$ cat config.mk
export PLATFORM = sky130hd
export DESIGN_NAME = motoro3_ramp_scheduler
export DESIGN_NICKNAME = d
export VERILOG_FILES = /design/src/rtl/motoro3_ramp_scheduler.sv
export SDC_FILE = /design/constraint.sdc
export NUM_CORES = 1
export LEC_CHECK = 0
export BUFFER_PORTS_ARGS = -buffer_cell sky130_fd_sc_hd__buf_2
export CAP_MARGIN = 20
export CORE_MARGIN = 10
export CORE_UTILIZATION = 50
export CTS_BUF_LIST = sky130_fd_sc_hd__clkbuf_8
export CTS_CLUSTER_DIAMETER = 40
export CTS_CLUSTER_SIZE = 40
export DETAILED_ROUTE_END_ITERATION = 8
export PLACE_DENSITY = 0.69
export SETUP_SLACK_MARGIN = 0.4
export SLEW_MARGIN = 5
export SYNTH_ARGS = -nofsm -noshare
export SYNTH_HDL_FRONTEND = slang
export SYNTH_SLANG_ARGS = --single-unit
$ cat constraint.sdc
create_clock -name clk -period 7.25 [get_ports clk]
set_input_delay 1.0875 -clock clk [delete_from_list [all_inputs] [get_ports clk]]
set_output_delay 1.0875 -clock clk [all_outputs]
set_load 0.01 [all_outputs]
$ cat src/rtl/motoro3_ramp_scheduler.sv
// Run-level controller for the 3-phase commutation block: align, period ramp,
// run, coast and fault sequencing with stall supervision and round counting.
module motoro3_ramp_scheduler #(
    parameter int unsigned CNT_W        = 25,
    parameter int unsigned START_PERIOD = 666666,
    parameter int unsigned MIN_PERIOD   = 1667,
    parameter int unsigned RAMP_DEC     = 1000,
    parameter int unsigned ALIGN_TICKS  = 100000,
    parameter int unsigned COAST_TICKS  = 100000
) (
    input  logic             clk,
    input  logic             rst,
    input  logic             cmd_start,
    input  logic             cmd_stop,
    input  logic [CNT_W-1:0] target_period,
    input  logic             fault_in,
    input  logic             step_tick,
    output logic             m3start,
    output logic             align_active,
    output logic [CNT_W-1:0] m3period,
    output logic [2:0]       state,
    output logic             at_speed,
    output logic [1:0]       fault_code,
    output logic [15:0]      round_cnt
);

    typedef enum logic [2:0] {
        S_IDLE  = 3'd0,
        S_ALIGN = 3'd1,
        S_RAMP  = 3'd2,
        S_RUN   = 3'd3,
        S_COAST = 3'd4,
        S_FAULT = 3'd5
    } state_t;

    localparam logic [CNT_W-1:0] START_P   = CNT_W'(START_PERIOD);
    localparam logic [CNT_W-1:0] MIN_P     = CNT_W'(MIN_PERIOD);
    localparam logic [CNT_W-1:0] DEC_P     = CNT_W'(RAMP_DEC);
    localparam logic [CNT_W-1:0] ALIGN_LD  = CNT_W'(ALIGN_TICKS - 1);
    localparam logic [CNT_W-1:0] COAST_LD  = CNT_W'(COAST_TICKS - 1);
    localparam logic [CNT_W-1:0] TMR_ONE   = CNT_W'(1);
    localparam logic [CNT_W:0]   WD_ONE    = (CNT_W+1)'(1);
    localparam logic [CNT_W:0]   DEC_W     = (CNT_W+1)'(RAMP_DEC);

    state_t           st;
    logic [CNT_W-1:0] tmr;
    logic [CNT_W:0]   wd;
    logic [2:0]       step_ph;

    logic [CNT_W-1:0] tgt_eff;
    logic [CNT_W-1:0] per_step;
    logic [CNT_W:0]   per_w;
    logic [CNT_W:0]   tgt_w;
    logic [CNT_W:0]   stall_lim;
    logic             run_phase;
    logic             stall_hit;

    assign state     = st;
    assign per_w     = {1'b0, m3period};
    assign tgt_w     = {1'b0, tgt_eff};
    assign stall_lim = {m3period, 1'b0};
    assign run_phase = (st == S_RAMP) || (st == S_RUN);
    assign stall_hit = run_phase && (wd >= stall_lim);

    always_comb begin
        tgt_eff = target_period;
        if (target_period < MIN_P)
            tgt_eff = MIN_P;
        else if (target_period > START_P)
            tgt_eff = START_P;
    end

    // Comparisons are done one bit wider so neither direction can wrap.
    always_comb begin
        per_step = tgt_eff;
        if (per_w > tgt_w + DEC_W)
            per_step = m3period - DEC_P;
        else if (per_w + DEC_W < tgt_w)
            per_step = CNT_W'(per_w + DEC_W);
    end

    always_ff @(posedge clk) begin
        if (rst) begin
            st           <= S_IDLE;
            m3start      <= 1'b0;
            align_active <= 1'b0;
            at_speed     <= 1'b0;
            fault_code   <= 2'd0;
            round_cnt    <= '0;
            m3period     <= START_P;
            tmr          <= '0;
            wd           <= '0;
            step_ph      <= '0;
        end else if (st != S_FAULT && fault_in) begin
            st           <= S_FAULT;
            fault_code   <= 2'd1;
            m3start      <= 1'b0;
            align_active <= 1'b0;
            at_speed     <= 1'b0;
            wd           <= '0;
            tmr          <= '0;
        end else if (stall_hit) begin
            st           <= S_FAULT;
            fault_code   <= 2'd2;
            m3start      <= 1'b0;
            align_active <= 1'b0;
            at_speed     <= 1'b0;
            wd           <= '0;
        end else if (cmd_stop && (st == S_ALIGN || run_phase)) begin
            st           <= S_COAST;
            m3start      <= 1'b0;
            align_active <= 1'b0;
            at_speed     <= 1'b0;
            tmr          <= COAST_LD;
            wd           <= '0;
        end else begin
            case (st)
                S_IDLE: begin
                    if (cmd_start && !cmd_stop) begin
                        st           <= S_ALIGN;
                        align_active <= 1'b1;
                        tmr          <= ALIGN_LD;
                        round_cnt    <= '0;
                        step_ph      <= '0;
                        m3period     <= START_P;
                    end
                end
                S_ALIGN: begin
                    if (tmr == '0) begin
                        st           <= S_RAMP;
                        m3start      <= 1'b1;
                        align_active <= 1'b0;
                        wd           <= '0;
                    end else begin
                        tmr <= tmr - TMR_ONE;
                    end
                end
                S_RAMP, S_RUN: begin
                    if (step_tick) begin
                        wd <= '0;
                        if (step_ph == 3'd5) begin
                            step_ph <= '0;
                            if (round_cnt != 16'hFFFF)
                                round_cnt <= round_cnt + 16'd1;
                        end else begin
                            step_ph <= step_ph + 3'd1;
                        end
                        // RUN leaves for RAMP on any target change, even a single-step one.
                        if (!(st == S_RUN && m3period == tgt_eff)) begin
                            m3period <= per_step;
                            if (st == S_RAMP && per_step == tgt_eff) begin
                                st       <= S_RUN;
                                at_speed <= 1'b1;
                            end else begin
                                st       <= S_RAMP;
                                at_speed <= 1'b0;
                            end
                        end
                    end else begin
                        wd <= wd + WD_ONE;
                    end
                end
                S_COAST: begin
                    if (tmr == '0) begin
                        st       <= S_IDLE;
                        m3period <= START_P;
                    end else begin
                        tmr <= tmr - TMR_ONE;
                    end
                end
                S_FAULT: begin
                    if (cmd_stop && !fault_in) begin
                        st         <= S_IDLE;
                        fault_code <= 2'd0;
                        m3period   <= START_P;
                    end
                end
                default: st <= S_IDLE;
            endcase
        end
    end

endmodule

==> flow_metrics.py, run 1 <==
metrics = {
    "min_path": {
        "min_from": "fault_code[1]",
        "hp-class": "flip-flop to flip-flop",
        "worstHoldEndpoint": "fault_code[1]",
        "min_path_cells": 2,
    },
    "global_route": {
        "grt_pass1_wl_mm": 52.5,
        "first_global_vias": 9288,
        "grtUsageMet2_pct": 41.2,
        "busiest_layer": "met2",
        "grt_max_degree": 43,
        "grt_overflow": 0,
        "grtUsageMet3_pct": 5.05,
        "use_met1_pct": 35.5,
        "antenna_found_initial": 2,
        "grt_usage_pct": 26.5,
    },
    "timing": {
        "drv_slew": 0,
        "fmax_mhz": 158,
        "max_slew_margin_pct": 24.9,
        "skew_ns": 0.0196,
        "min_period_over_period_pct": 87.4,
        "tightestPinTransition_ns": 1.12,
        "fin_setup_tns_ns": 0,
        "finalHoldViolCount": 0,
        "setup_viol": 0,
        "rsz0062_at_grt": "false",
        "fin_crit_ns": 6.34,
    },
    "die": {
        "core.rowCount": 50,
        "die_area_um2": 24900,
        "die_w_um": 158,
        "ios": 80,
        "die_y_um": 158,
        "initial_core_util_pct": 50.8,
        "coreArea_um2": 18600,
    },
    "yosys": {
        "yosysUniqueCellTypes": 84,
        "synth-edff-count": 0,
        "synth_area_um2": 9470,
        "synthArstFlopShare_pct": 0,
        "synth_top_area_share_pct": 21.8,
        "ys_seq_area_share_pct": 21.8,
        "synth-main-ff-cell": "dfxtp_1",
        "synthTopCellsByArea": "dfxtp_1 (22%), ha_1 (10%), xnor2_1 (7.3%), nor2_1 (5.7%), a21oi_1 (4.5%)",
        "syn_avg_cell_area_um2": 7.40,
        "yosysTopAreaCell": "dfxtp_1",
        "synth_seq_cells": 103,
        "syn_inst": 1281,
        "yosysWarnings": 0,
    },
    "drt": {
        "wl_mm": 33.3,
        "vias": 10137,
        "drt-pass1-iter-count": 6,
        "ant_nets": 0,
        "wl_per_cell_um": 21.0,
        "drc_errors": 0,
        "drtIter0Drc": 890,
        "viasPerCell": 6.40,
    },
    "final_layout": {
        "drive_above_1_share_pct": 12.8,
        "fin_nets": 1453,
        "design_area_um2": 10400,
        "area_delta_synth_final_pct": 10.2,
        "fill_cells": 1813,
        "layout_common_cells": "nor2_1 (144), dfxtp_1 (103), nand2_1 (90)",
        "layout_commonest_cell": "nor2_1",
    },
    "placement": {
        "dpl_cell_area_um2": 10100,
        "hpwl_mm": 25.7,
        "gp_congestion": 1.03,
        "port_buffers": 79,
    },
    "clocking": {
        "cts_root_buf": "clkbuf_8",
        "cts_max_level": 3,
        "cts_hold_buf": 0,
        "path_clk_slew_ns": 0.11,
        "tritoncts": "done",
        "cts_sinks": 103,
        "insertion_delay_ns": 0.39,
        "cts_buffers": 9,
        "clockBufferDepth": 2,
    },
    "critical_path": {
        "worst_ep_arrival_time_ns": 6.63,
        "rrSetupSlack_ns": 2.11,
        "crit_path_end_kind": "flip-flop",
        "r2r_end": "m3period[9]",
        "rr_worst_depth": 18,
        "rr_startpoint": "m3period[9]",
        "critPathLaunch": "target_period[14]",
        "path_class": "input pin to flip-flop",
        "path_max_fanout": 12,
        "cp.required_ns": 7.54,
        "startpoint_type": "input pin",
    },
    "power_and_ir_drop": {
        "powerDensity_nw_per_um2": 178,
        "ir_drop_v": 0.000195,
        "p_leak_nw": 4.08,
    },
    "flow_run": {
        "drv_cap": 0,
    },
    "status": {
        "status": "finished clean",
    },
}
==> cell usage after synthesis, types with 4 or more instances <==
cell         n
nand3_1     49
ha_1        78
a22oi_1      4
nand3b_1     7
nor2_1     144
o22ai_1      5
nor3_1      42
clkbuf_1    44
inv_1       65
nand2_1     90
or3_1       14
nand2b_1    30
a21o_1      12
or2_2        9
a31oi_1     34
o21a_1      12
o31ai_1      4
buf_2       22
nor2b_1      6
and3_1      11
and2_1       5
xnor2_1     79
o21ai_0     82
a311oi_1    10
nand4_1     32
mux2i_1     13
and4_1       7
xor2_1      21
o211ai_1    23
a21oi_1     85
o21bai_1     4
o2111ai_1    5
a211oi_1    23
nor4_1      21
dfxtp_1    103
o221ai_1     7
or4_1        5
o32ai_1      4
==> worst max path at each step <==
stage / slack (ns) / cells past startpoint / end
after floorplan: 0.67 / 24 / at_speed
after global placement: 0.24 / 24 / at_speed
after detailed placement: 0.04 / 24 / at_speed
after CTS: 0.41 / 24 / at_speed
after global routing: 0.46 / 26 / at_speed
final: 0.91 / 25 / at_speed
==> worst max-delay path, cell delays in order <==
cell and delay, ns:
buf_2 0.16, nor3_2 0.23, nand4_1 0.20, or4_4 0.60, o21ai_2 0.09, and3_2 0.27
ha_1 0.23, nor4_2 0.07, and3_1 0.21, nor4_2 0.22, nor3b_2 0.28, a311oi_1 0.14
ha_1 0.31, nand4_1 0.11, nor4_1 0.31, buf_4 0.19, o211ai_1 0.09, o2111a_1 0.27
a21o_2 0.27, buf_4 0.19, nand2_1 0.08, o22ai_1 0.08, a21oi_1 0.14, or4b_1 0.52
o41ai_2 0.28
==> cell families after synthesis <==
group	synth area share, %
buffers and inverters	6.19
xor gates and xnor gates	9.24
DFF	21.8
muxes	1.49
adders and majority gates	10.3
and+or+nand+nor	26.7
other	0.0396
AOI/OAI and AO/OA	24.2
==> cell type report <==
cell class	instances	area, um2	area share [%]
clock buffers	9	124	1.19
repair buffers	116	677	6.48
clock inverters	7	124	1.19
well taps	234	293	2.80
inverters	69	259	2.48
multi-input cells	1045	6900	66.1
diodes	1	2.50	0.0240
flip-flops and latches	103	2060	19.7
==> flip-flops by register name (all words and copies together) (netlist names) <==
signal	count
round_cnt	16
at_speed	1
align_active	1
step_ph	3
wd	26
state	3
tmr	25
fault_code	2
m3start	1
m3period	25
==> timing repair <==
action | in CTS | in global routing
gates resized for setup | 0 | 9
buffers inserted | 0 | 2
endpoints found under the setup margin | 0 | 2
==> routing by layer <==
metal | part of all wire, % | up-vias
li1 | - | 4810
met1 | 44 | 4768
met2 | 45 | 466
met3 | 8.0 | 91
met4 | 3.5 | 2
met5 | 0.039 | -
==> per-stage QoR <==
step | utilization, % | setup WS, ns | std cells | power [mW] | hold slack [ns]
2_1_floorplan | - | 0.671 | 1290 | 1.28 | 0.438
3_3_place_gp | 54.4 | 0.241 | 1565 | 1.41 | 0.443
3_5_place_dp | 54.4 | 0.0399 | 1565 | 1.42 | 0.445
4_1_cts | 55.7 | 0.413 | 1581 | 1.85 | 0.461
5_1_grt | 56.0 | 0.456 | 1583 | 1.99 | 0.484
6_report | 56.0 | 0.911 | 1584 | 1.85 | 0.458
==> report_power, final <==
group | switching (mW) | internal, mW
clock | 0.232 | 0.206
sequential | 0.0657 | 0.613
combinational | 0.436 | 0.301
total | 0.734 | 1.12
(Power assumes the default switching activity.)
==> run 2, diff against run 1 <==
Settings changed: CORE_MARGIN 10 to 2.
Clock period 7.25 ns to 6.75 ns, I/O delays scaled along.
==> run 2 against run 1 <==
Critical path depth shrank 2. Non-clock buffer count grew 10. Routed wire length shrank 0.37%. Sequential power grew 7.8%. Via count shrank 0.58%. Critical path type unchanged.
==> flow_metrics.py, run 2 (synthesis results as in run 1) <==
metrics = {
    "final_layout": {
        "area_delta_synth_final_pct": 11.0,
        "drive_above_1_share_pct": 13.5,
        "layout_common_cells": "nor2_1 (144), dfxtp_1 (103), nand2_1 (90)",
        "largest_register": "wd",
        "fin_nets": 1463,
        "reg_top3": "wd: 26 flops, m3period: 25 flops, tmr: 25 flops",
        "layout_commonest_cell": "nor2_1",
        "design_area_um2": 10500,
        "fin_util_pct": 56.4,
        "largest_reg_flops": 26,
    },
    "critical_path": {
        "critPathSlowestCell": "or4b_4",
        "path_max_fanout": 14,
        "crit_buf_inv": 4,
        "cp_cell_sequence": "buf_2 -> buf_4 -> nor4_1 -> nor2_1 -> or2_2 -> buf_4 -> o21a_1 -> or3_1 -> nor4_2 -> xnor2_1 -> or2_2 -> ha_1 -> nand4_1 -> nor4_4 -> o211ai_1 -> o2111a_1 -> a21o_1 -> buf_4 -> nand2_1 -> o22ai_1 -> a21oi_1 -> or4b_4 -> o41ai_2",
        "rrSetupSlack_ns": 1.65,
        "rr_startpoint": "m3period[5]",
        "critPathLaunch": "target_period[14]",
        "max_stage_delay_ns": 0.48,
        "crit_family": "simple AND/OR/NAND/NOR gates",
        "crit_path_frequent_cell": "buf_4",
        "r2r_end": "m3period[6]",
        "cp.required_ns": 7.04,
        "worst-path-stages": 23,
        "rr_worst_depth": 15,
        "startpoint_type": "input pin",
        "crit_path_end_kind": "flip-flop",
        "worst_ep_arrival_time_ns": 6.32,
        "path_class": "input pin to flip-flop",
        "crit_end": "at_speed",
    },
    "power_and_ir_drop": {
        "p_leak_nw": 4.13,
        "powerDensity_nw_per_um2": 186,
        "total_power_mw": 1.95,
        "ir_drop_v": 0.000261,
    },
    "die": {
        "ios": 80,
        "coreArea_um2": 18600,
        "die_w_um": 142,
        "die_y_um": 142,
        "initial_core_util_pct": 50.8,
        "die_area_um2": 20100,
        "core.rowCount": 50,
    },
    "clocking": {
        "cts_buffers": 9,
        "cts_max_level": 3,
        "cts_hold_buf": 0,
        "path_clk_slew_ns": 0.11,
        "cts_root_buf": "clkbuf_8",
        "insertion_delay_ns": 0.39,
        "cts_sinks": 103,
        "clockBufferDepth": 2,
        "tritoncts": "done",
    },
    "placement": {
        "dpl_cell_area_um2": 10200,
        "port_buffers": 79,
        "hpwl_mm": 25.6,
        "gp_congestion": 1.05,
    },
    "timing": {
        "max_slew_margin_pct": 28.0,
        "fmax_mhz": 166,
        "worst_hold_slack_ns": 0.458,
        "tightestPinTransition_ns": 1.07,
        "rsz0062_at_grt": "false",
        "skew_ns": 0.0190,
        "fin_setup_tns_ns": 0,
        "finalHoldViolCount": 0,
        "drv_slew": 0,
        "fin_crit_ns": 6.03,
        "min_period_over_period_pct": 89.3,
        "setup_viol": 0,
    },
    "flow_run": {
        "drv_cap": 0,
    },
    "global_route": {
        "antenna_found_initial": 1,
        "grt_overflow": 0,
        "first_global_vias": 9243,
        "grt_max_degree": 43,
        "grt_pass1_wl_mm": 51.6,
        "grt_usage_pct": 32.8,
    },
    "min_path": {
        "hp-class": "flip-flop to flip-flop",
    },
    "drt": {
        "wl_mm": 33.2,
        "drc_errors": 0,
        "vias": 10078,
        "viasPerCell": 6.32,
        "ant_nets": 0,
        "wl_per_cell_um": 20.8,
        "drt-pass1-iter-count": 6,
        "drtIter0Drc": 1067,
    },
    "status": {
        "status": "finished clean",
    },
}
[run 2: worst min path at each step]
stage	from	to	slack, ns	cells past startpoint
2_1_floorplan	wd[24]	wd[24]	0.44	1
5_1_grt	fault_code[1]	fault_code[1]	0.48	2
3_3_place_gp	fault_code[1]	fault_code[1]	0.44	2
6_report	fault_code[1]	fault_code[1]	0.46	2
4_1_cts	fault_code[1]	fault_code[1]	0.46	2
3_5_place_dp	fault_code[1]	fault_code[1]	0.45	2
[run 2: repair_timing]
item / in CTS / in global routing
setup buffers: 0 / 1
gates resized for setup: 1 / 12
setup endpoints to repair: 1 / 2
pin swaps: 0 / 2
[run 2: metrics by stage]
stage | instances | setup WS (ns)
floorplan | 1290 | 0.467
global placement | 1576 | 0.181
global route | 1593 | 0.398
CTS | 1592 | 0.487
finish | 1594 | 0.722
detailed placement | 1576 | -0.00498
[run 2: metal layers]
layer,GRT usage (%),up-vias,part of all wire (%)
met5,0,-,0
met3,8.13,69,10
li1,-,4828,-
met1,47.1,4693,45
met4,9.21,0,2.5
met2,48.7,488,42
[run 2: where the power goes]
group | internal (mW) | switching (mW)
registers | 0.659 | 0.0730
logic | 0.326 | 0.480
clock network | 0.176 | 0.237
total | 1.16 | 0.790
[run 2: area by class of cell]
| cell class | instances | area (um2) |
|---|---|---|
| flip-flops and latches | 103 | 2060 |
| clock buffers | 9 | 124 |
| inverters | 69 | 259 |
| fillers | 1816 | 8130 |
| repair buffers | 126 | 748 |
| well taps | 234 | 293 |
| clock inverters | 7 | 78.8 |
| diodes | 1 | 2.50 |
| multi-input cells | 1045 | 6950 |
[run 2: worst reg2reg max path, cell delays in order (launching register included)]
cell and delay (ns):
dfxtp_1 0.47, a211oi_1 0.92, a21oi_1 0.19, xnor2_1 0.54, ha_1 0.35, o21ai_0 0.17
a21oi_1 0.09, a221oi_1 0.53, o21ai_0 0.31, a21oi_2 0.24, buf_4 0.35, mux2_2 0.39
a21oi_1 0.15, nor2_1 0.06, mux2i_1 0.17, nor2_1 0.05
==> run 3, diff against run 2 <==
Clock period 6.75 ns to 6.1 ns, I/O delays scaled along.
==> run 3 against run 2 <==
Power increased by 12%. Utilization grew 1.6 points. Count of clock-buffer cells in the layout stayed put. Cell count grew 1.2%. Highest routed layer unchanged.
==> flow_metrics.py, run 3 (synthesis results as in run 1) <==
metrics = {
    "clocking": {
        "cts_hold_buf": 0,
        "insertion_delay_ns": 0.42,
        "tritoncts": "done",
        "cts_max_level": 3,
        "cts_sinks": 103,
        "clockBufferDepth": 2,
        "cts_root_buf": "clkbuf_8",
        "path_clk_slew_ns": 0.12,
        "cts_buffers": 9,
    },
    "die": {
        "coreArea_um2": 18600,
        "ios": 80,
        "die_y_um": 142,
        "die_w_um": 142,
        "core.rowCount": 50,
        "die_area_um2": 20100,
        "initial_core_util_pct": 50.8,
    },
    "critical_path": {
        "worst_ep_arrival_time_ns": 5.90,
        "startpoint_type": "input pin",
        "cp.required_ns": 6.43,
        "crit_path_end_kind": "flip-flop",
        "path_class": "input pin to flip-flop",
        "path_max_fanout": 15,
    },
    "timing": {
        "setup_viol": 0,
        "fin_setup_tns_ns": 0,
        "fin_crit_ns": 5.57,
        "drv_slew": 0,
        "rsz0062_at_grt": "true",
        "min_period_over_period_pct": 91.3,
        "tightestPinTransition_ns": 1.03,
        "max_slew_margin_pct": 30.5,
        "finalHoldViolCount": 0,
        "skew_ns": 0.0196,
        "worst_hold_slack_ns": 0.467,
        "fin_ws_ns": 0.532,
        "fmax_mhz": 180,
    },
    "power_and_ir_drop": {
        "p_comb_share_pct": 41.2,
        "clkPwrFrac_pct": 21.6,
        "p_switching_uw": 909,
        "powerDensity_nw_per_um2": 202,
        "total_power_mw": 2.18,
        "power_frac_seq_pct": 37.1,
        "internal-power_mw": 1.27,
        "ir_drop_v": 0.000301,
        "swShare_pct": 41.7,
        "p_leak_nw": 4.26,
    },
    "final_layout": {
        "layout_commonest_cell": "nor2_1",
        "area_delta_synth_final_pct": 14.1,
        "insertedDiodeCount": 0,
        "largest_reg_flops": 26,
        "layout_common_cells": "nor2_1 (142), dfxtp_1 (103), nand2_1 (88)",
        "fin_util_pct": 58.0,
        "reg_top3": "wd: 26 flops, m3period: 25 flops, tmr: 25 flops",
        "design_area_um2": 10800,
        "drive_above_1_share_pct": 15.8,
        "largest_register": "wd",
        "fin_nets": 1483,
        "instances_no_fill": 1613,
    },
    "placement": {
        "pre_cts_ws_ns": -0.0696,
        "port_buffers": 79,
        "post-place-cells": 1593,
        "dpl_cell_area_um2": 10500,
        "gp_congestion": 1.01,
        "hpwl_mm": 25.1,
    },
    "drt": {
        "vias": 10090,
        "wl_per_cell_um": 20.1,
        "ant_nets": 0,
        "viasPerCell": 6.26,
        "drtIter0Drc": 950,
        "drc_errors": 0,
        "wl_mm": 32.4,
        "drt-pass1-iter-count": 6,
    },
    "global_route": {
        "grt_usage_pct": 32.4,
        "grt_max_degree": 43,
        "first_global_vias": 9347,
        "antenna_found_initial": 0,
        "grt_overflow": 0,
        "grt_pass1_wl_mm": 51.1,
    },
    "flow_run": {
        "drv_cap": 0,
    },
    "min_path": {
        "hp-class": "flip-flop to flip-flop",
    },
    "status": {
        "status": "finished clean",
    },
}
run 3: layout make-up:
type / count / area (um2)
clock buffers: 9 / 124
well taps: 234 / 293
repair buffers: 146 / 906
fillers: 1821 / 7830
multi-input cells: 1045 / 7080
clock inverters: 7 / 91.3
flip-flops and latches: 103 / 2060
inverters: 69 / 259
run 3: repair_timing:
action                                  CTS  global route
pin swaps                                 0             9
endpoints found under the hold margin     0             0
gates resized for setup                   3            16
endpoints found under the setup margin    1             6
buffers inserted                          0             4
run 3: power groups by stage:
stage	sequential (mW)	combinational, mW	clock (mW)
floorplan	0.794	0.730	0
global placement	0.820	0.869	0
detailed placement	0.822	0.882	0
CTS	0.807	0.888	0.484
global route	0.819	0.995	0.507
finish	0.809	0.899	0.471
run 3: path summary, 6_finish.rpt:
kind,startpoint,depth (start not counted),slack [ns],endpoint
worst min-delay path,fault_code[1],2,0.47,fault_code[1]
worst min register to register,fault_code[1],2,0.47,fault_code[1]
worst max register to register,m3period[13],16,1.38,at_speed
worst max-delay path,target_period[16],22,0.53,at_speed
run 3: per-layer routing:
layer	global-route usage, %	wire length (um)	vias to the layer above
met5	0	0	-
met2	50.8	14400	401
met3	7.15	2460	82
met4	14.3	1310	0
met1	42.8	14200	4754
li1	-	-	4853
run 3: worst max-delay path, cell delays in order:
cell and delay, ns:
buf_2 0.12, nor3_4 0.21, nand4_1 0.16, or4_4 0.60, o21ai_4 0.10, buf_4 0.27, nand2_1 0.18, nor4_4 0.30
nor3b_4 0.25, a311oi_2 0.13, ha_1 0.31, nand4_1 0.16, nor4_4 0.37, nand2_1 0.14, o32ai_4 0.30, buf_4 0.16
a21oi_2 0.06, buf_4 0.20, nor3_1 0.13, o22ai_1 0.09, or4b_4 0.52, o41ai_2 0.20
